## config.mk

```make
export PLATFORM = sky130hd
export DESIGN_NAME = frame_buffer_matrix3_controller
export DESIGN_NICKNAME = d
export VERILOG_FILES = /design/src/rtl/edge_detection_pkg.sv /design/src/rtl/matrix3_ready_align.sv /design/src/rtl/frame_buffer_matrix3_controller.sv
export SDC_FILE = /design/constraint.sdc
export NUM_CORES = 1
export LEC_CHECK = 0
export CORE_ASPECT_RATIO = 1.4
export CORE_MARGIN = 10
export CORE_UTILIZATION = 51
export CTS_CLUSTER_DIAMETER = 40
export DETAILED_ROUTE_END_ITERATION = 12
export PLACE_DENSITY = 0.76
export SLEW_MARGIN = 20
export SYNTH_ARGS = -nofsm -noshare
export SYNTH_HDL_FRONTEND = slang
export SYNTH_HIERARCHICAL = 1
export SYNTH_SLANG_ARGS = --single-unit
```

## constraint.sdc

```tcl
create_clock -name I_CLK -period 3.5 [get_ports I_CLK]
set_input_delay 1.05 -clock I_CLK [delete_from_list [all_inputs] [get_ports I_CLK]]
set_output_delay 1.05 -clock I_CLK [all_outputs]
set_load 0.03 [all_outputs]
```

## src/rtl/edge_detection_pkg.sv

```systemverilog
// Shared types and helpers for the edge detection pipeline.
// Holds the line-buffer controller state encoding and slot rotation.
package edge_detection_pkg;

    typedef enum logic [1:0] {
        ST_IDLE,
        ST_FILL,
        ST_STREAM,
        ST_DONE
    } ctrl_state_t;

    localparam int SLOT_BITS = 2;

    localparam int DEFAULT_FRAME_COLUMNS = 640;
    localparam int DEFAULT_FRAME_ROWS    = 480;

    function automatic logic [SLOT_BITS-1:0] next_slot(
        input logic [SLOT_BITS-1:0] slot
    );
        return (slot == 2'd2) ? 2'd0 : slot + 2'd1;
    endfunction

endpackage

```

## src/rtl/matrix3_ready_align.sv

```systemverilog
// Delays the matrix-ready strobe and its coordinates by the buffer
// read latency; coordinates hold their last value between strobes.
module matrix3_ready_align #(
    parameter int P_READ_LATENCY = 1,
    parameter int P_COLUMN_BITS  = 10,
    parameter int P_ROW_BITS     = 9
) (
    input  logic                     I_CLK,
    input  logic                     I_RESET,
    input  logic                     I_READY,
    input  logic                     I_FRAME_DONE,
    input  logic [P_COLUMN_BITS-1:0] I_COLUMN,
    input  logic [P_ROW_BITS-1:0]    I_ROW,
    output logic                     O_READY,
    output logic                     O_FRAME_DONE,
    output logic [P_COLUMN_BITS-1:0] O_COLUMN,
    output logic [P_ROW_BITS-1:0]    O_ROW
);

    logic [P_READ_LATENCY-1:0] rdy_q;
    logic [P_READ_LATENCY-1:0] done_q;
    logic [P_COLUMN_BITS-1:0]  col_q [P_READ_LATENCY];
    logic [P_ROW_BITS-1:0]     row_q [P_READ_LATENCY];

    // Shift strobes every cycle; coordinates move only with a strobe.
    always_ff @(posedge I_CLK) begin
        if (I_RESET) begin
            rdy_q  <= '0;
            done_q <= '0;
            for (int i = 0; i < P_READ_LATENCY; i++) begin
                col_q[i] <= '0;
                row_q[i] <= '0;
            end
        end else begin
            rdy_q[0]  <= I_READY;
            done_q[0] <= I_READY && I_FRAME_DONE;
            if (I_READY) begin
                col_q[0] <= I_COLUMN;
                row_q[0] <= I_ROW;
            end
            for (int i = 1; i < P_READ_LATENCY; i++) begin
                rdy_q[i]  <= rdy_q[i-1];
                done_q[i] <= done_q[i-1];
                if (rdy_q[i-1]) begin
                    col_q[i] <= col_q[i-1];
                    row_q[i] <= row_q[i-1];
                end
            end
        end
    end

    assign O_READY      = rdy_q[P_READ_LATENCY-1];
    assign O_FRAME_DONE = done_q[P_READ_LATENCY-1];
    assign O_COLUMN     = col_q[P_READ_LATENCY-1];
    assign O_ROW        = row_q[P_READ_LATENCY-1];

endmodule

```

## src/rtl/frame_buffer_matrix3_controller.sv

```systemverilog
// Sequences the 3-row line buffer: writes each pixel, then issues one
// 3x3 neighbourhood read per interior pixel and flags matrix readiness.
module frame_buffer_matrix3_controller
    import edge_detection_pkg::*;
#(
    parameter int P_FRAME_COLUMNS     = DEFAULT_FRAME_COLUMNS,
    parameter int P_FRAME_ROWS        = DEFAULT_FRAME_ROWS,
    parameter int P_PIXEL_DEPTH       = 8,
    parameter int P_READ_LATENCY      = 1,
    parameter int P_FRAME_COLUMN_BITS = $clog2(P_FRAME_COLUMNS),
    parameter int P_FRAME_ROW_BITS    = $clog2(P_FRAME_ROWS)
) (
    input  logic                           I_CLK,
    input  logic                           I_RESET,
    input  logic                           I_FRAME_START,
    input  logic                           I_PIXEL_VALID,
    input  logic [P_PIXEL_DEPTH-1:0]       I_PIXEL,
    output logic [P_FRAME_COLUMN_BITS-1:0] O_BUF_COLUMN,
    output logic [SLOT_BITS-1:0]           O_BUF_ROW,
    output logic [P_PIXEL_DEPTH-1:0]       O_BUF_PIXEL,
    output logic                           O_BUF_WRITE_ENABLE,
    output logic                           O_BUF_READ_ENABLE,
    output logic [P_FRAME_COLUMN_BITS-1:0] O_MATRIX_COLUMN,
    output logic [P_FRAME_ROW_BITS-1:0]    O_MATRIX_ROW,
    output logic                           O_MATRIX_READY,
    output logic                           O_FRAME_DONE,
    output logic                           O_OVERRUN
);

    localparam int CB = P_FRAME_COLUMN_BITS;
    localparam int RB = P_FRAME_ROW_BITS;

    localparam logic [CB-1:0] COL_LAST = CB'(P_FRAME_COLUMNS - 1);
    localparam logic [CB-1:0] COL_ONE  = CB'(1);
    localparam logic [CB-1:0] COL_TWO  = CB'(2);
    localparam logic [RB-1:0] ROW_LAST = RB'(P_FRAME_ROWS - 1);
    localparam logic [RB-1:0] ROW_ONE  = RB'(1);
    localparam logic [RB-1:0] ROW_TWO  = RB'(2);

    ctrl_state_t state_q, state_d, eff_state;

    logic [CB-1:0]        col_q, eff_col;
    logic [RB-1:0]        row_q, eff_row;
    logic [SLOT_BITS-1:0] slot_q, eff_slot;

    logic take, drop, accept;
    logic col_last, row_last, pix_last, want_read;

    logic                 rd_pend_q;
    logic [CB-1:0]        rd_col_q, rd_mcol_q;
    logic [RB-1:0]        rd_mrow_q;
    logic [SLOT_BITS-1:0] rd_slot_q;
    logic                 rd_last_q;

    logic [CB-1:0] iss_mcol_q;
    logic [RB-1:0] iss_mrow_q;
    logic          iss_last_q;

    // Frame start overrides position so a coincident pixel lands at (0,0).
    always_comb begin
        eff_state = state_q;
        eff_col   = col_q;
        eff_row   = row_q;
        eff_slot  = slot_q;
        if (I_FRAME_START) begin
            eff_state = ST_FILL;
            eff_col   = '0;
            eff_row   = '0;
            eff_slot  = '0;
        end
        take = I_PIXEL_VALID
            && (eff_state == ST_FILL || eff_state == ST_STREAM);
        drop      = take && rd_pend_q;
        accept    = take && !rd_pend_q;
        col_last  = (eff_col == COL_LAST);
        row_last  = (eff_row == ROW_LAST);
        pix_last  = accept && col_last && row_last;
        want_read = accept && (eff_state == ST_STREAM)
            && (eff_col >= COL_TWO);
    end

    // Next state: last pixel ends the frame, entering row 2 starts reads.
    always_comb begin
        state_d = eff_state;
        unique case (1'b1)
            pix_last:
                state_d = ST_DONE;
            accept && col_last && (eff_row == ROW_ONE):
                state_d = ST_STREAM;
            default: ;
        endcase
    end

    // State register.
    always_ff @(posedge I_CLK) begin
        if (I_RESET) state_q <= ST_IDLE;
        else         state_q <= state_d;
    end

    // Raster position and row-slot rotation.
    always_ff @(posedge I_CLK) begin
        if (I_RESET) begin
            col_q  <= '0;
            row_q  <= '0;
            slot_q <= '0;
        end else if (accept) begin
            unique case (1'b1)
                col_last && row_last: begin
                    col_q  <= '0;
                    row_q  <= '0;
                    slot_q <= '0;
                end
                col_last && !row_last: begin
                    col_q  <= '0;
                    row_q  <= eff_row + ROW_ONE;
                    slot_q <= next_slot(eff_slot);
                end
                default: begin
                    col_q  <= eff_col + COL_ONE;
                    row_q  <= eff_row;
                    slot_q <= eff_slot;
                end
            endcase
        end else begin
            col_q  <= eff_col;
            row_q  <= eff_row;
            slot_q <= eff_slot;
        end
    end

    // Latch the read request one cycle behind its write.
    always_ff @(posedge I_CLK) begin
        if (I_RESET) begin
            rd_pend_q <= 1'b0;
            rd_col_q  <= '0;
            rd_mcol_q <= '0;
            rd_mrow_q <= '0;
            rd_slot_q <= '0;
            rd_last_q <= 1'b0;
        end else begin
            rd_pend_q <= want_read;
            if (want_read) begin
                rd_col_q  <= eff_col - COL_ONE;
                rd_mcol_q <= eff_col - COL_TWO;
                rd_mrow_q <= eff_row - ROW_TWO;
                rd_slot_q <= eff_slot;
                rd_last_q <= pix_last;
            end
        end
    end

    // Buffer port: write and read never overlap since a colliding
    // pixel is dropped.
    always_ff @(posedge I_CLK) begin
        if (I_RESET) begin
            O_BUF_WRITE_ENABLE <= 1'b0;
            O_BUF_READ_ENABLE  <= 1'b0;
            O_BUF_COLUMN       <= '0;
            O_BUF_ROW          <= '0;
            O_BUF_PIXEL        <= '0;
            iss_mcol_q         <= '0;
            iss_mrow_q         <= '0;
            iss_last_q         <= 1'b0;
        end else begin
            O_BUF_WRITE_ENABLE <= accept;
            O_BUF_READ_ENABLE  <= rd_pend_q;
            unique case (1'b1)
                accept: begin
                    O_BUF_COLUMN <= eff_col;
                    O_BUF_ROW    <= eff_slot;
                    O_BUF_PIXEL  <= I_PIXEL;
                end
                rd_pend_q: begin
                    O_BUF_COLUMN <= rd_col_q;
                    O_BUF_ROW    <= rd_slot_q;
                end
                default: ;
            endcase
            if (rd_pend_q) begin
                iss_mcol_q <= rd_mcol_q;
                iss_mrow_q <= rd_mrow_q;
                iss_last_q <= rd_last_q;
            end
        end
    end

    // Sticky flag for pixels lost to spacing violations.
    always_ff @(posedge I_CLK) begin
        if (I_RESET)   O_OVERRUN <= 1'b0;
        else if (drop) O_OVERRUN <= 1'b1;
    end

    matrix3_ready_align #(
        .P_READ_LATENCY (P_READ_LATENCY),
        .P_COLUMN_BITS  (CB),
        .P_ROW_BITS     (RB)
    ) u_ready_align (
        .I_CLK        (I_CLK),
        .I_RESET      (I_RESET),
        .I_READY      (O_BUF_READ_ENABLE),
        .I_FRAME_DONE (iss_last_q),
        .I_COLUMN     (iss_mcol_q),
        .I_ROW        (iss_mrow_q),
        .O_READY      (O_MATRIX_READY),
        .O_FRAME_DONE (O_FRAME_DONE),
        .O_COLUMN     (O_MATRIX_COLUMN),
        .O_ROW        (O_MATRIX_ROW)
    );

endmodule

```

==> impl_metrics.env, run 1 <==
export IMPL_worst_setup_hold_path_clk_slew_ns=0.05
export IMPL_final_util_pct=65.45
export IMPL_drt_wl_total_mm=13.22
export IMPL_cts_resized=0
export IMPL_path_max_fanout=17
export IMPL_ys_warn_count=6
export IMPL_grt_overflow_total=0
export IMPL_ys_ff_latch=120
export IMPL_nNetsFinal=644
export IMPL_synth_area_per_cell_um2=9.557
export IMPL_grt_pass1_vias=4383
export IMPL_fin_setup_tns_ns=0
export IMPL_io_buffer_count=55
export IMPL_cts_tree="done"
export IMPL_setup_viol_count_final=0
export IMPL_die_y_um=142.3
export IMPL_maxCapViolCount=0
export IMPL_synth_top_area_share_pct=37.12
export IMPL_track_usage_pct=17.70
export IMPL_coreArea_mm2=0.01041
export IMPL_drt_first_pass_iters=6
export IMPL_synth_area_mm2=0.005448
export IMPL_powerDensity_mw_per_mm2=491.7
export IMPL_dp_hpwl_mm=9.216
export IMPL_initial_core_util_pct=52.36
export IMPL_endpoint_kind="flop"
export IMPL_p_leak_uw=0.002523
export IMPL_cts_sinks=120
export IMPL_drtAntennaViolNets=0
export IMPL_fin_skew_ns=0.006869
export IMPL_die_area_mm2=0.01527
export IMPL_peakVddDrop_mv=0.3532
export IMPL_hold_path_class="reg -> reg"
export IMPL_place_congestion=0.8566
export IMPL_cts_root_buf="clkbuf_16"
export IMPL_synth_flop_cell="dfxtp_1"
export IMPL_antenna_diode_count=0
export IMPL_fin_crit_sh_pct=88.24
export IMPL_async_reset_ff_share_pct=0
export IMPL_crit_required_ns=3.82
export IMPL_grt_pass1_wl_mm=21.94
export IMPL_slew_viol_final=0
export IMPL_avgViaCountPerCell=5.781
export IMPL_cts_post_setup_buffers_inserted=0
export IMPL_die_x_um=107.4
export IMPL_synth_area_leader_cell="dfxtp_1"
export IMPL_syn_inst=570
export IMPL_synth_nets=587
export IMPL_h_tree_depth=4
export IMPL_synth_edf_count=19
export IMPL_drc=0
export IMPL_cts_hold_buf=0
export IMPL_pin_count=56
export IMPL_drive_above_1_share_pct=12.97
export IMPL_grt_max_degree=73
export IMPL_num_fill_cells=796
export IMPL_clock_fmax_ghz=0.3238
export IMPL_rows=44
export IMPL_period_needed_ns=3.088
export IMPL_clock_latency_ns=0.41
export IMPL_ys_top_cells_by_area="dfxtp_1, edfxtp_1, mux2i_1"
export IMPL_worstMarginPinSlew_ns=0.8219
export IMPL_vias=4498
export IMPL_rsz0062_at_grt="no"
export IMPL_yosysSeqAreaShare_pct=47.59
export IMPL_cp_start_kind="input port"
export IMPL_synthToLayoutAreaGrowth_pct=25.01
export IMPL_routedWlPerCell_um=16.99
export IMPL_yosysUniqueCellTypes=65
export IMPL_antenna_found_initial=0
export IMPL_worstSetupPathType="in -> reg"
export IMPL_cts_inserted_buffers=17
export IMPL_clockBufferDepth=2
export IMPL_relSlewSlack_pct=44.70
export IMPL_arrival_ns=3.41
export IMPL_outcome="completed"
export IMPL_finalHoldViolCount=0
export IMPL_drt_iter0_drc=341
-- cell usage in the layout, fill, tap and decap left out, types with 8 or more instances in the layout --
| cell | count |
|---|---|
| nand4_1 | 8 |
| dfxtp_1 | 100 |
| or3_1 | 8 |
| nor2b_1 | 16 |
| clkdlybuf4s50_1 | 54 |
| mux2i_1 | 28 |
| o21ai_0 | 8 |
| o21ai_1 | 10 |
| nand3_1 | 12 |
| nand2_1 | 38 |
| buf_4 | 34 |
| clkbuf_16 | 17 |
| and3b_1 | 20 |
| nor2_1 | 49 |
| a311oi_1 | 11 |
| a21oi_1 | 54 |
| nor3_1 | 13 |
| edfxtp_1 | 19 |
| xnor2_1 | 8 |
| xor2_1 | 8 |
-- report_power, final --
group          switching, uW  internal [uW]  leakage, uW
sequential              8.44           1420     0.000996
clock                    609           1120     0.000285
combinational            122           73.1      0.00124
total                    739           2610      0.00252
-- metrics by stage --
stage | cell area, um2 | std cells | hold WS (ns) | power [uW] | setup slack (ns)
finish | 6810 | 778 | 0.4567 | 3348 | 0.4117
global route | 6810 | 778 | 0.4751 | 3458 | 0.2280
CTS | 6808 | 778 | 0.4603 | 3373 | 0.4358
detailed placement | 6220 | 746 | 0.4527 | 1653 | 0.01619
global placement | 6220 | 746 | 0.4426 | 1650 | 0.04373
floorplan | 5449 | 570 | 0.4402 | 1569 | 0.01030
-- synthesized netlist by cell type, drive strengths merged (8+ instances only) --
cell / instances
xor2: 8
inv: 8
nand4: 8
nand3: 12
o21ai: 18
dfxtp: 101
xnor2: 8
edfxtp: 19
a21oi: 54
a311oi: 15
clkbuf: 33
a211oi: 8
mux2: 8
and3b: 20
nor2b: 16
nand2: 38
or3: 8
buf: 18
nor2: 50
mux2i: 28
nor3: 13
-- path summary, 6_finish.rpt --
| check | from | cells past startpoint | end | slack (ns) |
|---|---|---|---|---|
| hold reg to reg | O_BUF_PIXEL[0] | 2 | O_BUF_PIXEL[0] | 0.46 |
| setup / recovery | I_FRAME_START | 10 | rd_col_q[2] | 0.41 |
| hold / removal | O_BUF_PIXEL[0] | 2 | O_BUF_PIXEL[0] | 0.46 |
| setup reg to reg | col_q[1] | 7 | slot_q[0] | 1.27 |
-- cells by family after synthesis --
group                    Yosys count  share of synthesized area, %
AO/OA/AOI/OAI                    125                         15.92
XOR/XNOR                          16                         2.572
adder cells (fa/ha/maj)            5                         1.148
buffers and inverters             59                         4.639
flip-flops                       120                         47.59
multiplexers                      36                         6.798
AND/OR/NAND/NOR                  209                         21.34
-- metal layers --
metal,global-route usage [%],wire [um]
met3,5.122,833
met2,29.37,6604
met5,0,0
met1,20.98,5535
met4,7.052,243
-- flip-flops by register name (all words and copies together) (netlist names), 8 cells and up --
signal,count
rd_col_q,10
col_q,10
iss_mrow_q,9
u_ready_align/row_q,9
u_ready_align/col_q,10
rd_mrow_q,9
O_BUF_COLUMN,10
iss_mcol_q,10
rd_mcol_q,10
O_BUF_PIXEL,8
row_q,9
-- critical path, cell delays in order --
cell	delay, ns
clkdlybuf4s50_1	0.54
buf_4	0.18
nor2_1	0.06
ha_1	0.28
buf_4	0.16
and4bb_2	0.36
o41a_1	0.18
buf_4	0.23
a21oi_1	0.11
a311oi_2	0.25
-- cell type report --
| type | instances | area (um2) | area share (%) |
|---|---|---|---|
| clock buffer | 20 | 436.7 | 6.412 |
| clock inverter | 12 | 151.4 | 2.223 |
| inverter | 8 | 30.03 | 0.4409 |
| multi-input combinational | 391 | 2608 | 38.29 |
| sequential | 120 | 2596 | 38.12 |
| tap | 138 | 172.7 | 2.535 |
| timing repair buffer | 89 | 815.8 | 11.98 |
No activity file was read; power rests on OpenSTA's default activity.
==> run 2: changes to the inputs <==
--- a/config.mk
+++ b/config.mk
@@ -8,9 +8,9 @@
 export CORE_ASPECT_RATIO = 1.4
 export CORE_MARGIN = 10
 export CORE_UTILIZATION = 51
-export CTS_CLUSTER_DIAMETER = 40
+export CTS_CLUSTER_DIAMETER = 80
 export DETAILED_ROUTE_END_ITERATION = 12
-export PLACE_DENSITY = 0.76
+export PLACE_DENSITY_LB_ADDON = 0.1
 export SLEW_MARGIN = 20
 export SYNTH_ARGS = -nofsm -noshare
 export SYNTH_HDL_FRONTEND = slang
==> run 2 against run 1 <==
Net effect:
- setup slack worse by 0.043 ns
- core utilization decreased by 0.084 points
- clock skew is 0.0038 ns higher
- critical endpoint is now rd_mrow_q[3]
- highest routed layer unchanged
==> impl_metrics.env, run 2 (synthesis results as in run 1) <==
export IMPL_rsz0062_at_grt="no"
export IMPL_cts_post_setup_buffers_inserted=0
export IMPL_pin_count=56
export IMPL_r2r_slack_ns=1.22
export IMPL_die_y_um=142.3
export IMPL_clockBufferDepth=2
export IMPL_grt_pass1_vias=4374
export IMPL_initial_core_util_pct=52.36
export IMPL_drt_iter0_drc=237
export IMPL_drc=0
export IMPL_peakVddDrop_mv=0.3876
export IMPL_crit_chain="clkdlybuf4s50_1, buf_4, nor2_1, ha_1, buf_4, and4bb_2, o41a_1, buf_12, a21oi_1, a311oi_1"
export IMPL_cts_root_buf="clkbuf_16"
export IMPL_placedCellCount=744
export IMPL_finalHoldViolCount=0
export IMPL_drtAntennaViolNets=0
export IMPL_fin_crit_sh_pct=89.45
export IMPL_final_util_pct=65.37
export IMPL_final_common_cell="dfxtp_1"
export IMPL_io_buffer_count=55
export IMPL_die_area_mm2=0.01527
export IMPL_track_usage_pct=17.83
export IMPL_grt_pass1_wl_mm=22.35
export IMPL_synthToLayoutAreaGrowth_pct=24.85
export IMPL_clock_latency_ns=0.41
export IMPL_seq_power_share_pct=42.3
export IMPL_p_sw_share_pct=22.18
export IMPL_drt_first_pass_iters=5
export IMPL_maxCapViolCount=0
export IMPL_drt_wl_total_mm=13.41
export IMPL_period_needed_ns=3.131
export IMPL_drive_above_1_share_pct=12.85
export IMPL_p_leak_uw=0.002525
export IMPL_cts_tree="done"
export IMPL_cp_slowest_cell="clkdlybuf4s50_1"
export IMPL_cts_sinks=120
export IMPL_final_cell_mix="dfxtp_1, a21oi_1, clkdlybuf4s50_1, nor2_1, nand2_1"
export IMPL_routedWlPerCell_um=17.29
export IMPL_fin_area_mm2=0.006802
export IMPL_stdcell_count=776
export IMPL_avgViaCountPerCell=5.811
export IMPL_coreArea_mm2=0.01041
export IMPL_slew_viol_final=0
export IMPL_grt_max_degree=69
export IMPL_worstSetupPathType="in -> reg"
export IMPL_nNetsFinal=642
export IMPL_cp_start_kind="input port"
export IMPL_endpoint_kind="flop"
export IMPL_arrival_ns=3.44
export IMPL_place_area_mm2=0.006205
export IMPL_fin_skew_ns=0.01063
export IMPL_cts_hold_buf=0
export IMPL_intPower_uw=2624
export IMPL_setup_viol_count_final=0
export IMPL_p_clk_share_pct=52.0
export IMPL_cp_common_cell="buf_4"
export IMPL_place_congestion=0.8916
export IMPL_hold_path_class="reg -> reg"
export IMPL_p_total_uw=3373
export IMPL_grt_overflow_total=0
export IMPL_cts_resized=0
export IMPL_die_x_um=107.4
export IMPL_powerDensity_mw_per_mm2=495.9
export IMPL_cts_inserted_buffers=17
export IMPL_worst_setup_hold_path_clk_slew_ns=0.05
export IMPL_outcome="completed"
export IMPL_p_comb_share_pct=5.7
export IMPL_p_sw_uw=748.2
export IMPL_worstMarginPinSlew_ns=0.7867
export IMPL_crit_required_ns=3.81
export IMPL_vias=4509
export IMPL_antenna_diode_count=0
export IMPL_path_max_fanout=29
export IMPL_rows=44
export IMPL_critPathMaxStageDelay_ns=0.49
export IMPL_h_tree_depth=4
export IMPL_dp_hpwl_mm=9.355
export IMPL_antenna_found_initial=0
export IMPL_clock_fmax_ghz=0.3194
export IMPL_relSlewSlack_pct=47.07
## run 2: changes by cell type in the layout (fill, tap and decap cells not counted), moves of 2 or more
cell | before | now
buf_4 | 34 | 32
clkbuf_1 | 3 | 1
clkinv_4 | 1 | 3
clkinvlp_4 | 2 | 0
## run 2: layout make-up
class                      instances  area [um2]
fill                             831        3603
multi-input combinational        391        2608
sequential                       120        2594
timing repair buffer              87       800.8
clock buffer                      19       442.9
tap                              138       172.7
clock inverter                    13       153.9
inverter                           8       30.03
## run 2: final timing paths
path,start,to,cells past startpoint
worst max-delay path,I_FRAME_START,rd_mrow_q[3],10
worst min-delay path,O_BUF_PIXEL[3],O_BUF_PIXEL[3],2
worst max register to register,col_q[1],slot_q[0],7
worst min register to register,O_BUF_PIXEL[3],O_BUF_PIXEL[3],2
## run 2: through the flow
step / hold WS, ns / setup WS (ns) / setup TNS (ns)
CTS: 0.4541 / 0.4016 / 0
floorplan: 0.4402 / 0.01030 / 0
global route: 0.4715 / 0.2009 / 0
detailed placement: 0.4471 / -0.01517 / -0.01517
global placement: 0.4421 / 0.07962 / 0
finish: 0.4532 / 0.3692 / 0
## run 2: critical path, delay by kind of cell
family / cells / cell delay (ns)
buffers and inverters: 4 / 1.02
AOI/OAI and AO/OA: 3 / 0.59
and+or+nand+nor: 2 / 0.47
adders and majority gates: 1 / 0.28
## run 2: power groups by stage
stage	Combinational [uW]	Sequential, uW	Clock (uW)
4_1_cts	194	1430	1770
3_5_place_dp	193	1460	0
2_1_floorplan	76.1	1490	0
3_3_place_gp	192	1460	0
5_1_grt	206	1430	1830
6_report	193	1430	1750
## run 2: layer usage
layer / GRT usage [%] / routed length (um) / share of wire, %
met1: 21.93 / 5996 / 45
met3: 3.808 / 574 / 4.3
met2: 30.43 / 6697 / 50
met5: 0 / 0 / 0
met4: 5.289 / 146 / 1.1
==> run 3: changes to the inputs <==
--- a/config.mk
+++ b/config.mk
@@ -9,6 +9,7 @@
 export CORE_MARGIN = 10
 export CORE_UTILIZATION = 51
 export CTS_CLUSTER_DIAMETER = 80
+export CTS_CLUSTER_SIZE = 40
 export DETAILED_ROUTE_END_ITERATION = 12
 export PLACE_DENSITY_LB_ADDON = 0.1
 export SLEW_MARGIN = 20
==> results of run 3 <==
No change in the layout: final DEF, timing and power equal those of run 2.
